--- src/rtl/dmem_pkg.sv ---
// Shared constants and types for the data-memory arbiter: RAM depth, MMIO map,
// requester indices and the per-cycle port selection.
package dmem_pkg;

  localparam int unsigned RAM_WORDS_DEF  = 512;
  localparam logic [3:0]  MAX_WAIT_DEF   = 4'd8;

  localparam logic [31:0] MMIO_LED_ADDR  = 32'h4000_000C;
  localparam logic [31:0] MMIO_DISP_ADDR = 32'h4000_0010;

  localparam int REQ_CPU = 0;
  localparam int REQ_DMA = 1;

  typedef enum logic [1:0] {
    SEL_IDLE,
    SEL_CPU,
    SEL_DMA
  } sel_e;

  function automatic logic in_ram(input logic [31:0] addr, input int unsigned words);
    return ({2'b00, addr[31:2]} < words);
  endfunction

endpackage

--- src/rtl/dmem_arb_wait_ctr.sv ---
// Saturating count of consecutive loader denials; raises o_force once the
// loader has waited MAX_WAIT cycles.
module dmem_arb_wait_ctr
  import dmem_pkg::*;
#(
  parameter logic [3:0] MAX_WAIT = MAX_WAIT_DEF
) (
  input  logic clk,
  input  logic reset,
  input  logic i_dma_req,
  input  logic i_dma_gnt,
  output logic o_force
);

  logic [3:0] r_wait_cnt;

  always_ff @(posedge clk or posedge reset) begin
    if (reset) begin
      r_wait_cnt <= '0;
    end else if (i_dma_req && !i_dma_gnt) begin
      if (r_wait_cnt != MAX_WAIT) begin
        r_wait_cnt <= r_wait_cnt + 4'd1;
      end
    end else begin
      r_wait_cnt <= '0;
    end
  end

  assign o_force = (r_wait_cnt == MAX_WAIT);

endmodule

--- src/rtl/dmem_arbiter.sv ---
// Two-requester arbiter (CPU MEM stage, loader/DMA) for the single-port data
// memory. Optional bounded-wait guard: define DMEM_ARB_STARVE_GUARD_EN.
module dmem_arbiter
  import dmem_pkg::*;
#(
  parameter int unsigned RAM_WORDS = RAM_WORDS_DEF,
  parameter logic [3:0]  MAX_WAIT  = MAX_WAIT_DEF
) (
  input  logic        clk,
  input  logic        reset,
  input  logic        cpu_req,
  input  logic        cpu_we,
  input  logic [31:0] cpu_addr,
  input  logic [31:0] cpu_wdata,
  output logic        cpu_gnt,
  output logic        cpu_stall,
  output logic        cpu_rvalid,
  output logic [31:0] cpu_rdata,
  input  logic        dma_req,
  input  logic        dma_we,
  input  logic [31:0] dma_addr,
  input  logic [31:0] dma_wdata,
  output logic        dma_gnt,
  output logic        dma_rvalid,
  output logic [31:0] dma_rdata,
  output logic        dma_err,
  output logic [31:0] mem_addr,
  output logic [31:0] mem_wdata,
  output logic        mem_write,
  output logic        mem_read,
  input  logic [31:0] mem_rdata
);

  sel_e        w_sel;
  logic [1:0]  w_gnt;
  logic        w_force;
  logic        w_dma_oor;

  logic        r_cpu_rvalid;
  logic [31:0] r_cpu_rdata;
  logic        r_dma_rvalid;
  logic [31:0] r_dma_rdata;
  logic        r_dma_err;

`ifdef DMEM_ARB_STARVE_GUARD_EN
  dmem_arb_wait_ctr #(
    .MAX_WAIT (MAX_WAIT)
  ) u_wait_ctr (
    .clk       (clk),
    .reset     (reset),
    .i_dma_req (dma_req),
    .i_dma_gnt (dma_gnt),
    .o_force   (w_force)
  );
`else
  logic w_unused_max_wait;
  assign w_unused_max_wait = ^MAX_WAIT;
  assign w_force           = 1'b0;
`endif

  assign w_dma_oor = !in_ram(dma_addr, RAM_WORDS);

  // force only matters while the loader is still asking; a saturated count
  // left over from an abandoned request must not block a lone CPU access.
  always_comb begin
    w_sel = SEL_IDLE;
    if (dma_req && (!cpu_req || w_force)) begin
      w_sel = SEL_DMA;
    end else if (cpu_req) begin
      w_sel = SEL_CPU;
    end
  end

  always_comb begin
    mem_addr  = '0;
    mem_wdata = '0;
    mem_write = 1'b0;
    mem_read  = 1'b0;
    case (w_sel)
      SEL_CPU: begin
        mem_addr  = cpu_addr;
        mem_wdata = cpu_wdata;
        mem_write = cpu_we;
        mem_read  = !cpu_we;
      end
      SEL_DMA: begin
        mem_addr  = dma_addr;
        mem_wdata = dma_wdata;
        mem_write = dma_we && !w_dma_oor;
        mem_read  = !dma_we && !w_dma_oor;
      end
      default: ;
    endcase
  end

  assign w_gnt[REQ_CPU] = (w_sel == SEL_CPU);
  assign w_gnt[REQ_DMA] = (w_sel == SEL_DMA);
  assign cpu_gnt        = w_gnt[REQ_CPU];
  assign dma_gnt        = w_gnt[REQ_DMA];
  assign cpu_stall      = cpu_req && !cpu_gnt;

  always_ff @(posedge clk or posedge reset) begin
    if (reset) begin
      r_cpu_rvalid <= 1'b0;
      r_cpu_rdata  <= '0;
      r_dma_rvalid <= 1'b0;
      r_dma_rdata  <= '0;
      r_dma_err    <= 1'b0;
    end else begin
      r_cpu_rvalid <= cpu_gnt && !cpu_we;
      if (cpu_gnt && !cpu_we) begin
        r_cpu_rdata <= mem_rdata;
      end
      r_dma_rvalid <= dma_gnt && !dma_we;
      if (dma_gnt && !dma_we) begin
        r_dma_rdata <= w_dma_oor ? '0 : mem_rdata;
      end
      r_dma_err <= dma_gnt && w_dma_oor;
    end
  end

  assign cpu_rvalid = r_cpu_rvalid;
  assign cpu_rdata  = r_cpu_rdata;
  assign dma_rvalid = r_dma_rvalid;
  assign dma_rdata  = r_dma_rdata;
  assign dma_err    = r_dma_err;

endmodule

--- config.mk ---
export PLATFORM = sky130hd
export DESIGN_NAME = dmem_arbiter
export DESIGN_NICKNAME = d
export VERILOG_FILES = /design/src/rtl/dmem_pkg.sv /design/src/rtl/dmem_arb_wait_ctr.sv /design/src/rtl/dmem_arbiter.sv
export SDC_FILE = /design/constraint.sdc
export NUM_CORES = 1
export LEC_CHECK = 0
export ABC_AREA = 1
export CORE_AREA = 2 2 116 118
export DETAILED_ROUTE_END_ITERATION = 10
export DIE_AREA = 0 0 118 120
export PLACE_DENSITY_LB_ADDON = 0.3
export SYNTH_ARGS = -nofsm -noshare
export SYNTH_HDL_FRONTEND = slang
export SYNTH_SLANG_ARGS = --single-unit
--- constraint.sdc ---
create_clock -name clk -period 1.7 [get_ports clk]
set_input_delay 0.17 -clock clk [delete_from_list [all_inputs] [get_ports clk]]
set_output_delay 0.17 -clock clk [all_outputs]
set_load 0.05 [all_outputs]
==> run metrics <==
Yosys warnings=0; Max-cap violations=0; DIE WIDTH=~120 um; final instance area=between 0.007 and 0.008 sq mm; Worst Skew=0 ns; global routing met1 resource utilization=0.277; Post-Synth Adder-Cell Area=0; final wirelength=approximately 17000 um; Clk Latency, worst-skew pair=roughly 0.32 ns; global placement routability congestion=0.829; critical path endpoint category=output port; Worst-Margin Slew=around 0.60 ns; relative slew slack=0.597; First-pass DRT Iterations=5; gr usage total=0.226; Layout area overhead=125%; Crit Path Max Fanout=2; R2R Setup Slk=about 1.1 ns; CTS tree=built; WP buf/inv=1; min Tclk post-route=between 1.5 and 2 ns; CP max stage delay=roughly 0.81 ns; RSZ-0062 raised after global routing=no; synth unique cells=18; cts bufs inserted=9; # IOs=between 300 and 400; Synth async-reset ratio=1.00; EDFF count, synth=0; total clock sinks=67; DR iter-0 viols=between 400 and 500; CTS H-tree depth=3; Setup TNS=0 ns; area of the die=roughly 0.014 sq mm; # DRC=0; area post-placement=0.00721 sq mm; first-pass GRT wire length=24000 um; vias=approximately 4.1k; register area share after synthesis=0.498; post-synthesis simple-gate area fraction=0.276; CP max-delay cell=clkdlybuf4s50_1; fmax=around 600 MHz; Worst Hold Class=in -> async; fin cells=slightly below 900; top cells by area, synth=dfrtp_1, nand2_1, a22o_1; Peak VDD IR=between 0.4 and 0.5 mV; Cell Pwr Density=approximately 790 mW/mm^2; Cell Area, Synth=roughly 0.0034 sq mm; net count after synthesis=around 560; outcome=finished clean; met2 Use GR=0.369; Slew Viols, Final=0; M3 GR Usage=0.0813; Primary FF master, synth=dfrtp_1; Yosys top cell area share=0.498; vias in the first global route=roughly 4k; Avg Inst Size Synth=8.57 sq um; compound-cell area share of the yosys netlist=0.165; gr busiest metal=met2; Leakage Power=0.00373 uW; Post-Synth XOR/XNOR Area=0; main combinational cell family by area after synthesis=simple AND/OR/NAND/NOR gates; fraction of layout cells with a size suffix above 1=0.201; Final Hold Viols=0; I/O Buffers=300; CTS Buffer Depth=2; clk slew on worst S/H paths=around 0.060 ns; Inst Count DP=approximately 860; final setup fails=0; critical path's top delay family=buffers and inverters; flops & latches, synth=67; initial core utilization=0.259; HPWL Detailed=between 10000 and 15000 um; Routed Antenna Nets=0; Die Y=120 um; Cells after Synth=slightly below 400; multiplexer share of the synthesized area=0; routed length per instance=approximately 19 um; Layout Nets=about 860; GR Overflow Total=0; Via density=between 4 and 5; Yosys top cell by area=dfrtp_1; pin count of the biggest net entering global routing=68; core area=between 0.01 and 0.015 sq mm; total power=around 6000 uW; root buffer cell=clkbuf_16; crit path launch type=flop; WS Path Type=reg -> out; crit path DAT=approximately 1.5 ns; worst path required time=between 1.5 and 2 ns; Final period util=0.980; initial antenna violation count=0; FP Rows=42; CP Cell Sequence=clkdlybuf4s50_1; Post-CTS Hold Fix Bufs=0
==> metal layers <==
| metal | wire length [um] | vias to the layer above |
|---|---|---|
| met5 | 0 | - |
| met4 | 490 | 0 |
| met3 | 1460 | 27 |
| met2 | 7970 | 208 |
| met1 | 6620 | 1927 |
| li1 | - | 1918 |
==> cell type report <==
class                   instances  area [sq um]
diodes                          1          2.50
clock buffers                  12           246
clock inverters                 4          50.0
fillers                      1127          5400
inverters                       9          37.5
multi-input cells             287          1510
flip-flops and latches         67          1680
well taps                     176           220
repair buffers                319          3830
==> cells in the mapped netlist, types with 3 or more instances <==
cell / n
nand2_1: 171
dfrtp_1: 67
a22o_1: 61
nand3_1: 32
buf_2: 19
nor2_1: 11
clkbuf_1: 5
inv_1: 5
inv_2: 4
o21ai_0: 4
buf_4: 3
buf_6: 3
==> per-stage QoR <==
stage / utilization / worst slack [ns] / hold slack [ns]
finish: 0.584 / 0.0338 / 0.293
global route: 0.583 / 0.00129 / 0.323
CTS: 0.581 / 0.0150 / 0.313
detailed placement: 0.556 / -0.0837 / 0.464
global placement: 0.556 / -0.102 / 0.453
floorplan: - / 0.0997 / 0.287
==> state kept, by name, indices dropped and copies added, names as in the netlist <==
signal / cells
dma_rvalid: 1
cpu_rvalid: 1
cpu_rdata: 32
dma_rdata: 32
dma_err: 1
==> worst paths after layout <==
kind,from,endpoint,cells past startpoint
hold / removal,reset,cpu_rdata[5],3
hold reg to reg,cpu_rdata[20],cpu_rdata[20],2
setup reg to reg,dma_rdata[9],dma_rdata[9],2
max in group asynchronous,reset,dma_rdata[26],3
min in group clk,mem_rdata[26],cpu_rdata[26],3
setup / recovery,dma_rdata[18],dma_rdata[18],1
==> cells in the final DEF (no fill, tap or decap), types with 3 or more instances in the layout <==
master	Yosys	routed
nand2_1	171	168
dfrtp_1	67	67
nand3_1	32	31
dlymetal6s2s_1	0	12
buf_4	3	35
inv_1	5	4
clkbuf_16	0	9
nand2_2	2	5
dlygate4sd2_1	0	5
o21ai_0	4	4
a22o_1	61	61
clkdlybuf4s50_1	0	195
nor2_2	0	3
nor2_1	11	8
inv_2	4	4
buf_12	0	71
clkinvlp_4	0	3
==> worst reg2reg max path: stages (launching register included) <==
cell and delay [ns]:
dfrtp_1 0.39, nand2_1 0.08, nand2_1 0.06
==> power by group <==
| part | total [uW] | switching, uW | leakage (uW) | internal (uW) |
|---|---|---|---|---|
| sequential | 1750 | 53.8 | 0.000882 | 1690 |
| combinational | 2400 | 1320 | 0.00271 | 1080 |
| clock | 1850 | 676 | 0.000139 | 1170 |
| total | 6000 | 2050 | 0.00373 | 3950 |
==> kinds of logic after synthesis <==
group	after synthesis
DFF	67
other	1
and+or+nand+nor	221
AOI/OAI and AO/OA	65
buffers and inverters	39
==> what timing repair did <==
item                       in CTS  in global routing
setup buffers                   3                  0
hold endpoints to repair        0                  0
pin swaps                       9                  5
resized for setup              12                 12
setup endpoints to repair       2                 12
No activity file was read; power rests on OpenSTA's default activity.
